## config.mk

```make
export PLATFORM = sky130hd
export DESIGN_NAME = restoring_divider_ctrl_flat
export DESIGN_NICKNAME = d
export VERILOG_FILES = /design/src/rtl/restoring_divider_ctrl_if.sv /design/src/rtl/restoring_divider_ctrl.sv /design/src/flat_wrapper.sv
export SDC_FILE = /design/constraint.sdc
export NUM_CORES = 1
export LEC_CHECK = 0
export BUFFER_PORTS_ARGS = -buffer_cell sky130_fd_sc_hd__buf_4
export CORE_MARGIN = 2
export CORE_UTILIZATION = 51
export DETAILED_ROUTE_END_ITERATION = 16
export GPL_ROUTABILITY_DRIVEN = 0
export HOLD_SLACK_MARGIN = 0.05
export MAX_ROUTING_LAYER = met4
export PLACE_DENSITY = 0.78
export SYNTH_ARGS = -nofsm -noshare
export SYNTH_HDL_FRONTEND = slang
export SYNTH_SLANG_ARGS = --single-unit
export TNS_END_PERCENT = 10
```

## constraint.sdc

```tcl
create_clock -name clk -period 2.2 [get_ports clk]
set_clock_uncertainty 0.05 [all_clocks]
set_input_delay 0.22 -clock clk [delete_from_list [all_inputs] [get_ports clk]]
set_output_delay 0.22 -clock clk [all_outputs]
set_load 0.05 [all_outputs]
```

## src/rtl/restoring_divider_ctrl_if.sv

```systemverilog
// Bundle of signals between the ALU sequencer and the restoring divider
// controller.
//
// Parameter: WIDTH - operand / quotient / remainder width.
//
// Signals:
//   start             sequencer -> divider  request, sampled only while idle
//   dividend, divisor sequencer -> divider  operands, sampled with start
//   busy              divider -> sequencer  an iteration is in progress
//   done              divider -> sequencer  one-cycle pulse, results valid
//   quotient, remainder, div_by_zero        registered results, held
//   q_zero, exact     result flags, present only with DIV_RESULT_FLAGS_EN
//   state_dbg         divider FSM state, for checkers and debug
//
// Handshake: start is a request without a ready. It is taken only in the
// idle state, and ignored while busy or during the done cycle. Completion is
// signalled by exactly one done pulse per accepted start, and results are
// valid from that cycle until the next operation completes. The sequencer
// must not rely on a start being taken unless busy or done follows it.
//
// Optional feature macro: DIV_RESULT_FLAGS_EN (adds q_zero and exact).
interface restoring_divider_ctrl_if #(
  parameter int WIDTH = 4
);
  logic             start;
  logic [WIDTH-1:0] dividend;
  logic [WIDTH-1:0] divisor;
  logic             busy;
  logic             done;
  logic [WIDTH-1:0] quotient;
  logic [WIDTH-1:0] remainder;
  logic             div_by_zero;
`ifdef DIV_RESULT_FLAGS_EN
  logic             q_zero;
  logic             exact;
`endif
  logic [1:0]       state_dbg;

  modport master (
    output start, dividend, divisor,
    input  busy, done, quotient, remainder, div_by_zero,
`ifdef DIV_RESULT_FLAGS_EN
    input  q_zero, exact,
`endif
    input  state_dbg
  );

  modport slave (
    input  start, dividend, divisor,
    output busy, done, quotient, remainder, div_by_zero,
`ifdef DIV_RESULT_FLAGS_EN
    output q_zero, exact,
`endif
    output state_dbg
  );
endinterface

```

## src/rtl/restoring_divider_ctrl.sv

```systemverilog
// Sequential unsigned restoring divider controller. Computes
// dividend / divisor one quotient bit per clock, using an external WIDTH-bit
// ripple subtractor for the trial subtraction.
//
// Parameter: WIDTH - operand width, must match the attached subtractor
//            (WIDTH >= 2).
//
// Ports:
//   clk, rst    clock (rising edge), asynchronous active-high reset
//   bus         restoring_divider_ctrl_if.slave: start/dividend/divisor in,
//               busy/done/quotient/remainder/div_by_zero out, state_dbg out
//   sub_a       subtractor minuend (0 outside the iteration state)
//   sub_b       subtractor subtrahend (0 outside the iteration state)
//   sub_cin     subtractor borrow-in, tied 0
//   sub_res     subtractor difference, sub_a - sub_b mod 2^WIDTH
//   sub_borrow  subtractor borrow-out, 1 when sub_a < sub_b
//
// Optional feature macro: DIV_RESULT_FLAGS_EN adds q_zero / exact on the bus.
module restoring_divider_ctrl #(
  parameter int WIDTH = 4
) (
  input  logic                   clk,
  input  logic                   rst,
  restoring_divider_ctrl_if.slave bus,
  output logic [WIDTH-1:0]       sub_a,
  output logic [WIDTH-1:0]       sub_b,
  output logic                   sub_cin,
  input  logic [WIDTH-1:0]       sub_res,
  input  logic                   sub_borrow
);

  localparam int CW = (WIDTH > 1) ? $clog2(WIDTH) : 1;

  typedef enum logic [1:0] {
    IDLE = 2'd0,
    ITER = 2'd1,
    DONE = 2'd2
  } state_t;

  state_t           state_q, state_d;
  logic [WIDTH-1:0] r_q, r_d;        // partial remainder
  logic [WIDTH-1:0] q_q, q_d;        // dividend shifting out, quotient in
  logic [WIDTH-1:0] d_q, d_d;        // captured divisor
  logic [CW-1:0]    count_q, count_d;
  logic [WIDTH-1:0] quot_q, quot_d;
  logic [WIDTH-1:0] rem_q, rem_d;
  logic             dz_q, dz_d;
`ifdef DIV_RESULT_FLAGS_EN
  logic             qz_q, qz_d;
  logic             ex_q, ex_d;
`endif

  logic [WIDTH-1:0] shifted;
  logic             msb_out;
  logic             accept;

  always_ff @(posedge clk or posedge rst) begin
    if (rst) begin
      state_q <= IDLE;
      r_q     <= '0;
      q_q     <= '0;
      d_q     <= '0;
      count_q <= '0;
      quot_q  <= '0;
      rem_q   <= '0;
      dz_q    <= 1'b0;
`ifdef DIV_RESULT_FLAGS_EN
      qz_q    <= 1'b0;
      ex_q    <= 1'b0;
`endif
    end else begin
      state_q <= state_d;
      r_q     <= r_d;
      q_q     <= q_d;
      d_q     <= d_d;
      count_q <= count_d;
      quot_q  <= quot_d;
      rem_q   <= rem_d;
      dz_q    <= dz_d;
`ifdef DIV_RESULT_FLAGS_EN
      qz_q    <= qz_d;
      ex_q    <= ex_d;
`endif
    end
  end

  always_comb begin
    state_d = state_q;
    r_d     = r_q;
    q_d     = q_q;
    d_d     = d_q;
    count_d = count_q;
    quot_d  = quot_q;
    rem_d   = rem_q;
    dz_d    = dz_q;
`ifdef DIV_RESULT_FLAGS_EN
    qz_d    = qz_q;
    ex_d    = ex_q;
`endif
    sub_a   = '0;
    sub_b   = '0;
    sub_cin = 1'b0;

    // Shift the next dividend bit into the partial remainder. The bit
    // shifted out of R means the shifted value is >= 2^WIDTH and therefore
    // certainly >= D, whatever the subtractor's borrow says.
    shifted = {r_q[WIDTH-2:0], q_q[WIDTH-1]};
    msb_out = r_q[WIDTH-1];
    accept  = msb_out | ~sub_borrow;

    unique case (state_q)
      IDLE: begin
        if (bus.start) begin
          if (bus.divisor != '0) begin
            r_d     = '0;
            q_d     = bus.dividend;
            d_d     = bus.divisor;
            count_d = CW'(WIDTH - 1);
            dz_d    = 1'b0;
            state_d = ITER;
          end else begin
            quot_d  = '1;
            rem_d   = bus.dividend;
            dz_d    = 1'b1;
`ifdef DIV_RESULT_FLAGS_EN
            qz_d    = 1'b0;
            ex_d    = 1'b0;
`endif
            state_d = DONE;
          end
        end
      end
      ITER: begin
        sub_a = shifted;
        sub_b = d_q;
        r_d   = accept ? sub_res : shifted;
        q_d   = {q_q[WIDTH-2:0], accept};
        if (count_q == '0) begin
          // Publish the values produced by this last step, not the old ones.
          quot_d  = q_d;
          rem_d   = r_d;
          dz_d    = 1'b0;
`ifdef DIV_RESULT_FLAGS_EN
          qz_d    = (q_d == '0);
          ex_d    = (r_d == '0);
`endif
          state_d = DONE;
        end else begin
          count_d = count_q - 1'b1;
        end
      end
      DONE: begin
        state_d = IDLE;
      end
      default: begin
        state_d = IDLE;
      end
    endcase
  end

  assign bus.busy        = (state_q == ITER);
  assign bus.done        = (state_q == DONE);
  assign bus.quotient    = quot_q;
  assign bus.remainder   = rem_q;
  assign bus.div_by_zero = dz_q;
`ifdef DIV_RESULT_FLAGS_EN
  assign bus.q_zero      = qz_q;
  assign bus.exact       = ex_q;
`endif
  assign bus.state_dbg   = state_q;

endmodule

```

## src/flat_wrapper.sv

```systemverilog
// flat-port wrapper written by rule: the top's interface ports become plain ports
module restoring_divider_ctrl_flat 
#(
  parameter int WIDTH = 4
)
  (clk, rst, sub_a, sub_b, sub_cin, sub_res, sub_borrow, bus_start, bus_dividend, bus_divisor, bus_busy, bus_done, bus_quotient, bus_remainder, bus_div_by_zero, bus_state_dbg);
  restoring_divider_ctrl_if #(.WIDTH(WIDTH)) bus_i ();
  input  logic clk;
  input  logic rst;
  output logic [WIDTH-1:0] sub_a;
  output logic [WIDTH-1:0] sub_b;
  output logic sub_cin;
  input  logic [WIDTH-1:0] sub_res;
  input  logic sub_borrow;
  input wire logic [$bits(bus_i.start)-1:0] bus_start;
  input wire logic [$bits(bus_i.dividend)-1:0] bus_dividend;
  input wire logic [$bits(bus_i.divisor)-1:0] bus_divisor;
  output wire logic [$bits(bus_i.busy)-1:0] bus_busy;
  output wire logic [$bits(bus_i.done)-1:0] bus_done;
  output wire logic [$bits(bus_i.quotient)-1:0] bus_quotient;
  output wire logic [$bits(bus_i.remainder)-1:0] bus_remainder;
  output wire logic [$bits(bus_i.div_by_zero)-1:0] bus_div_by_zero;
  output wire logic [$bits(bus_i.state_dbg)-1:0] bus_state_dbg;
  assign bus_i.start = bus_start;
  assign bus_i.dividend = bus_dividend;
  assign bus_i.divisor = bus_divisor;
  assign bus_busy = bus_i.busy;
  assign bus_done = bus_i.done;
  assign bus_quotient = bus_i.quotient;
  assign bus_remainder = bus_i.remainder;
  assign bus_div_by_zero = bus_i.div_by_zero;
  assign bus_state_dbg = bus_i.state_dbg;
  restoring_divider_ctrl #(.WIDTH(WIDTH)) u_core (.clk(clk), .rst(rst), .bus(bus_i), .sub_a(sub_a), .sub_b(sub_b), .sub_cin(sub_cin), .sub_res(sub_res), .sub_borrow(sub_borrow));
endmodule
```

# [After elaboration in Yosys (flattened, before gate mapping)]
# Cells that the tools add are included.
[word_totals] register_bits=25 ram_bits=0 romBits=0 wordCells=57 inputBits=16 mem_count=0 latchBits=0 out_inout_bits=22
[classes] n_mux=29 n_bitwise=2 n_reduce_logical=10 n_div=0 multipliers=0 shifts=0 n_eq_ne=7 n_lt_le_gt_ge=0 addsub=1
[op_table] op="$mux W4" n=13
[op_table] op="$pmux W4 S2" n=4
[op_table] op="$mux W2" n=6
[op_table] op="$reduce_and A3 Y1" n=3
[op_table] op="$pmux W2 S2" n=2
[op_table] op="$reduce_and A4 Y1" n=2
[op_table] op="$ne A2 B2 Y1 const B" n=3
[op_table] op="$logic_not A2 Y1" n=2
[op_table] op="$ne A2 B1 Y1 const B" n=2
[op_table] op="$reduce_bool A4 Y1" n=1
[op_table] op="$mux W1" n=3
[op_table] op="$eq A2 B1 Y1 const B" n=1
[op_table] op="$eq A2 B2 Y1 const B" n=1
[op_table] op="$pmux W1 S2" n=1
[op_table] op="$reduce_and A2 Y1" n=1
[op_table] op="$reduce_bool A2 Y1" n=1
[op_table] op="$sub A2 B1 Y2 const B" n=1
[op_table] op="$not A1 Y1" n=1
[op_table] op="$or A1 B1 Y1" n=1

# [Longest topological paths before layout]
# Gate-level depths: netlist (run 1).
[logic_depth] ltp_word=5 ltp_mapped=6 mapped_depth_nobuf=5

# [Worst setup path after synthesis (run 1)]
# No wires, ideal clock.
[synth_timing] path_kind="register to output" from="reg u_core.state_q[1] (netlist: u_core.bus.state_dbg[1])" to="out bus_done" required_ns=1.930 slack_ns=0.207 stages_incl_launch_ff=4 arrival_time_ns=1.723 n_path_buf=1 path_cell_list="dfrtp_1 > inv_1 > clkbuf_1 > nor2_1"
[synth_via] elab_chain_len=1
[synth_rtl] item="start, declared" line="restoring_divider_ctrl.sv:40" source="state_t state_q, state_d;"
[synth_rtl] item="start signal, assigned" line="restoring_divider_ctrl.sv:72" source="state_q <= state_d;"
[synth_rtl] item="$eq A2 B2 Y1" line="restoring_divider_ctrl.sv:162" source="assign bus.done = (state_q == DONE);"
[synth_rtl] item="end, declared" line="flat_wrapper.sv:19" source="output wire logic [$bits(bus_i.done)-1:0] bus_done;"
# No other way between the ends.

# [Worst setup path after layout (run 1)]
[layout_timing] from="reg u_core.state_q[0] (netlist: u_core.bus.state_dbg[0])" to="out bus_busy"
[layout_via] elab_chain_len=1
[layout_rtl] item="$eq A2 B1 Y1" line="restoring_divider_ctrl.sv:161" source="assign bus.busy = (state_q == ITER);"
[layout_rtl] item="end, declared" line="flat_wrapper.sv:18" source="output wire logic [$bits(bus_i.busy)-1:0] bus_busy;"
# No other way between the ends.

==> results of run 1 <==
[final cells by class]
class                   count  area (µm²)
clock buffers               3        22.5
clock inverters             1        5.00
fillers                   224         818
inverters                  14        52.6
multi-input cells          85         628
flip-flops and latches     25         626
well taps                  30        37.5
repair buffers             41         310
[cell families after synthesis]
logic type	Yosys count	synth area share, %
buf+inv	22	6.96
flops	25	46.4
mux	11	9.84
other cells	1	0.278
simple gates	35	14.9
compound gates	37	20.6
fa+ha+maj	1	0.928
[cell usage in the layout (no fill, tap or decap), types with 4 or more instances in the layout]
master and count:
a211oi_1 4, a21oi_1 4, a31oi_1 4, and3_1 8
and3b_1 4, buf_4 40, dfrtp_1 25, inv_1 14
mux2_4 4, mux2i_1 5, nand2_1 5, nand3_1 5
nor2_1 8, o211ai_1 4, o21ai_0 6, o22ai_1 4
o32ai_1 4
[flip-flops by register name, indices dropped and copies added (netlist names)]
signal	count
u_core.r_q	4
u_core.count_q	2
u_core.bus.quotient	4
u_core.d_q	4
u_core.bus.remainder	4
u_core.bus.state_dbg	2
u_core.q_q	4
u_core.bus.div_by_zero	1
[metal layers]
metal	vias up	track usage (%)	share of wire, %
li1	554	-	-
met1	548	29.6	47
met2	33	35.4	48
met3	2	3.28	4.4
met4	0	5.23	0.59
met5	-	-	0
[synthesized netlist by cell type (2+ instances only)]
cell type,instances,area share [%]
a211oi_1,4,2.2
a21oi_1,4,1.5
a31oi_1,4,1.9
and3_1,8,3.7
and3b_1,4,2.6
buf_4,3,1.7
clkbuf_1,4,1.1
dfrtp_1,25,46
inv_1,14,3.9
mux2_2,2,1.7
mux2_4,4,4.5
mux2i_1,5,3.7
nand2_1,5,1.4
nand2b_1,2,0.93
nand3_1,5,1.9
nor2_1,8,2.2
o211ai_1,4,2.2
o21ai_0,6,2.2
o22ai_1,4,1.9
o32ai_1,4,2.6
[power by group]
part / internal, W / switching (W) / leakage [nW] / total (W)
clock: 0.0000681 / 0.000137 / 0.0177 / 0.000205
combinational: 0.000702 / 0.00129 / 0.523 / 0.00200
sequential: 0.000677 / 0.000166 / 0.288 / 0.000843
[through the flow]
| step | std cells | total power (W) | hold WS (ns) |
|---|---|---|---|
| 6_report | 199 | 0.00304 | 0.121 |
| 5_1_grt | 199 | 0.00322 | 0.115 |
| 2_1_floorplan | 132 | 0.00228 | 0.197 |
| 3_5_place_dp | 194 | 0.00284 | 0.248 |
| 3_3_place_gp | 194 | 0.00278 | 0.242 |
| 4_1_cts | 199 | 0.00305 | 0.117 |
[worst max path at each step]
stage / start / endpoint / slack (ns) / cells after the start
2_1_floorplan: u_core.bus.state_dbg[1]$_DFFE_PP0P_ / bus_done / 0.21 / 3
3_3_place_gp: u_core.bus.state_dbg[0]$_DFFE_PP0P_ / u_core.d_q[3]$_DFFE_PP0P_ / 0.54 / 3
3_5_place_dp: u_core.count_q[0]$_DFFE_PP0P_ / u_core.bus.quotient[3]$_DFFE_PP0P_ / 0.52 / 5
4_1_cts: u_core.bus.state_dbg[0]$_DFFE_PP0P_ / bus_busy / 0.22 / 5
5_1_grt: u_core.bus.state_dbg[0]$_DFFE_PP0P_ / bus_busy / 0.09 / 5
6_report: u_core.bus.state_dbg[0]$_DFFE_PP0P_ / bus_busy / 0.20 / 5
[worst max-delay path, delay by kind of cell, from the launching register on]
| kind | cells | cell delay, ns |
|---|---|---|
| buffers and inverters | 4 | 0.74 |
| DFF | 1 | 0.58 |
| and+or+nand+nor | 1 | 0.09 |
[repair_timing]
| action | 4_1_cts | 5_1_grt |
|---|---|---|
| gates resized for setup | 0 | 0 |
| endpoints found under the hold margin | 25 | 0 |
| hold buffers | 1 | 0 |
==> out/metrics.yaml, run 1 <==
outcome:
  outcome: "finished, final reports clean"
detailed_routing:
  drt_iter0_drc: 29
  firstDrtPassIters: 4
  wl_per_cell_um: 16.1
  routed_wl_um: 3190
  vias: 1137
  vias_per_cell: 5.71
  drtAntennaViolNets: 0
  drc: 0
hold_path:
  worstHoldEndpoint: "u_core.d_q[0]$_DFFE_PP0P_"
  hp-class: "input port to flop"
  worstHoldStart: "bus_divisor[0]"
  holdPathStages: 2
floorplan:
  core_area_um2: 2500
  fp.dieArea_um2: 3070
  io_pins: 38
  dieHeight_um: 55.4
  start_util_pct: 53.9
  rows: 18
  die_x_um: 55.4
place:
  post-place-ws_ns: 0.524
  hpwl_um: 2400
  io_buffer_count: 36
  place_area_um2: 1640
synthesis:
  synth_edf_count: 0
  syn_nets: 149
  synth_area_um2: 1350
  synthCells: 132
  syn_area_per_cell_um2: 10.2
  synth-main-ff-cell: "dfrtp_1"
  ys_seq_elements: 25
  async_flop_share_pct: 100
  ys_seq_area_share_pct: 46.4
  yosysUniqueCellTypes: 33
  yosysWarnings: 0
grt:
  gr-total-overflow: 0
  antenna_found_initial: 0
  gr-usage-all-layers_pct: 22.1
  grt_pass1_wl_um: 5290
  grt_pass1_vias: 1083
  grt_start_max_net_pins: 26
clocking:
  cts_buffer_depth: 2
  clock_latency_ns: 0.32
  cts.sink_count: 25
  clk_pin_slew_ns: 0.14
  cts_tree: "built"
  cts_buffers: 3
  cts_setup_buffers: 0
  ctsRootBufferMaster: "clkbuf_4"
  htreeDepth: 1
finish:
  diodes: 0
  stdcell_area_um2: 1680
  post-route-util_pct: 67.3
  nets: 187
  synthToLayoutAreaGrowth_pct: 24.8
  drive_gt1_share_pct: 32.0
timing:
  setup_viol: 0
  rsz0062_at_grt: "no"
  final_hold_viol_count: 0
  finalCriticalPeriod_ns: 2.00
  fmaxAchievable_mhz: 499
  fin_ws_ns: 0.197
  final.period_utilization_pct: 91.1
  tns_ns: 0
  timing.final.max_slew_violations: 0
critical_path:
  path_class: "flop to output port"
  reg2regPathDepth: 5
  cp-start-kind: "flop"
  slowest_stage: "dfrtp_1"
  r2r-end: "u_core.bus.quotient[3]$_DFFE_PP0P_"
  crit_chain: "buf_4, nand2b_1, buf_4, inv_1, buf_4"
  cp_data_required_time_ns: 1.93
  regToRegSetupSlack_ns: 0.50
  end_kind: "output port"
  crit_fanout: 15
  cp.arrival_ns: 1.73
  max_stage_delay_ns: 0.58
  cp_common_cell: "buf_4"
  reg2reg_from: "u_core.count_q[0]$_DFFE_PP0P_"
power:
  p_per_area_nw_per_um2: 1810
  irDropWorstVdd_mv: 1.09
  leakage_nw: 0.829
job:
  cap_viol_max_count: 0
(Power assumes the default switching activity.)
==> inputs of run 2 (changes only) <==
--- a/config.mk
+++ b/config.mk
@@ -13,6 +13,7 @@
 export HOLD_SLACK_MARGIN = 0.05
 export MAX_ROUTING_LAYER = met4
 export PLACE_DENSITY = 0.78
+export RECOVER_POWER = 100
 export SYNTH_ARGS = -nofsm -noshare
 export SYNTH_HDL_FRONTEND = slang
 export SYNTH_SLANG_ARGS = --single-unit
==> run 2 against run 1 <==
  * Via count rose by 2.2%
  * First-iteration DRC count up 17%
  * Cell area fell by 5.4%
  * Worst hold slack improved by 0.0058 ns
  * Final cell count unchanged
  * Sequential cell count did not move
  * Sequential share of layout area is 2.1 points higher
  * Die area is the same
==> out/metrics.yaml, run 2 (synthesis gave the netlist of run 1 again) <==
grt:
  grt_pass1_vias: 1083
  grt_pass1_wl_um: 5290
  gr-total-overflow: 0
  gr-usage-all-layers_pct: 22.1
  antenna_found_initial: 0
  grt_start_max_net_pins: 26
detailed_routing:
  wl_per_cell_um: 15.8
  firstDrtPassIters: 4
  vias: 1162
  routed_wl_um: 3150
  drtAntennaViolNets: 0
  drc: 0
  drt_iter0_drc: 34
  vias_per_cell: 5.84
timing:
  fmaxAchievable_mhz: 497
  final.period_utilization_pct: 91.4
  timing.final.max_slew_violations: 0
  tns_ns: 0
  final_hold_viol_count: 0
  setup_viol: 0
  slew-limit-headroom_pct: 10.7
  tightest_slew_ns: 1.34
  rsz0062_at_grt: "no"
  finalCriticalPeriod_ns: 2.01
critical_path:
  reg2regPathDepth: 3
  r2r-end: "u_core.d_q[1]$_DFFE_PP0P_"
  path_class: "flop to flop"
  critPathBufInv: 0
  max_stage_delay_ns: 0.54
  cp.arrival_ns: 2.18
  crit_fanout: 11
  cp-start-kind: "flop"
  slowest_stage: "nor2_1"
  cp_data_required_time_ns: 2.37
  crit_chain: "or2_2, nor2_1, mux2_2"
  crit_family: "simple AND/OR/NAND/NOR gates"
  regToRegSetupSlack_ns: 0.19
  reg2reg_from: "u_core.bus.state_dbg[0]$_DFFE_PP0P_"
  end_kind: "flop"
floorplan:
  start_util_pct: 53.9
  io_pins: 38
  die_x_um: 55.4
  dieHeight_um: 55.4
  rows: 18
  core_area_um2: 2500
  fp.dieArea_um2: 3070
hold_path:
  worstHoldEndpoint: "u_core.d_q[0]$_DFFE_PP0P_"
  hp-class: "input port to flop"
  worstHoldStart: "bus_divisor[0]"
  holdPathStages: 2
outcome:
  outcome: "finished, final reports clean"
finish:
  nets: 187
  multi_input_area_um2: 609
  diodes: 0
  post-route-util_pct: 63.6
  drive_gt1_share_pct: 22.5
  final_cell_mix: "dfrtp_1 (25), buf_4 (16), inv_1 (14), clkbuf_1 (14), nor2_1 (9)"
  n_fill_cell: 244
  fin_cells: 199
  final_common_cell: "dfrtp_1"
  ff_latch_area_um2: 626
  synthToLayoutAreaGrowth_pct: 18.0
clocking:
  postCtsResizedCells: 0
  htreeDepth: 1
  cts.sink_count: 25
  clk_pin_slew_ns: 0.14
  ctsRootBufferMaster: "clkbuf_4"
  cts_buffers: 3
  clock_latency_ns: 0.32
  cts_buffer_depth: 2
  cts_tree: "built"
job:
  cap_viol_max_count: 0
place:
  hpwl_um: 2400
  io_buffer_count: 36
  placed_cells: 194
==> run 2: cell types whose count changed in the layout (fill, tap and decap cells not counted), sizes merged <==
cell / previous run / this run
buf: 40 / 16
clkbuf: 3 / 27
==> run 2: what timing repair did <==
| item | in CTS | in global routing |
|---|---|---|
| setup buffers | 0 | 0 |
| endpoints found under the hold margin | 25 | 0 |
| hold buffers | 1 | 0 |
==> run 2: area by class of cell <==
cell class / instances / share of cell area, %
clock buffers: 3 / 1.42
well taps: 30 / 2.36
multi-input cells: 85 / 38.3
clock inverters: 1 / 0.315
repair buffers: 41 / 14.9
flip-flops and latches: 25 / 39.3
inverters: 14 / 3.30
==> run 2: worst max path at each step <==
stage / from / endpoint / slack [ns] / cells past startpoint
floorplan: u_core.bus.state_dbg[1]$_DFFE_PP0P_ / bus_done / 0.21 / 3
global placement: u_core.bus.state_dbg[0]$_DFFE_PP0P_ / u_core.d_q[3]$_DFFE_PP0P_ / 0.54 / 3
detailed placement: u_core.count_q[0]$_DFFE_PP0P_ / u_core.bus.quotient[3]$_DFFE_PP0P_ / 0.52 / 5
CTS: u_core.bus.state_dbg[0]$_DFFE_PP0P_ / bus_busy / 0.22 / 5
global route: u_core.bus.state_dbg[0]$_DFFE_PP0P_ / bus_busy / 0.07 / 5
finish: u_core.bus.state_dbg[0]$_DFFE_PP0P_ / u_core.d_q[1]$_DFFE_PP0P_ / 0.19 / 3
==> run 2: per-layer routing <==
layer,global-route usage (%),part of all wire (%),wire (µm),up-vias
met5,-,0,0,-
met4,5.23,0.60,19,0
met3,3.28,5.8,184,2
met2,35.4,49,1540,43
met1,29.6,45,1410,559
li1,-,-,-,558
==> run 2: per-stage QoR <==
step / instance area (µm²) / setup WS, ns / hold WS, ns
final: 1590 / 0.189 / 0.127
after global routing: 1590 / 0.0708 / 0.119
after CTS: 1680 / 0.217 / 0.117
after detailed placement: 1640 / 0.524 / 0.248
after global placement: 1640 / 0.541 / 0.242
after floorplan: 1350 / 0.207 / 0.197
Power of run 2 is left out: the tool's default activity adds up to more than one toggle a clock period on the data nets, which glitch-free logic cannot reach.
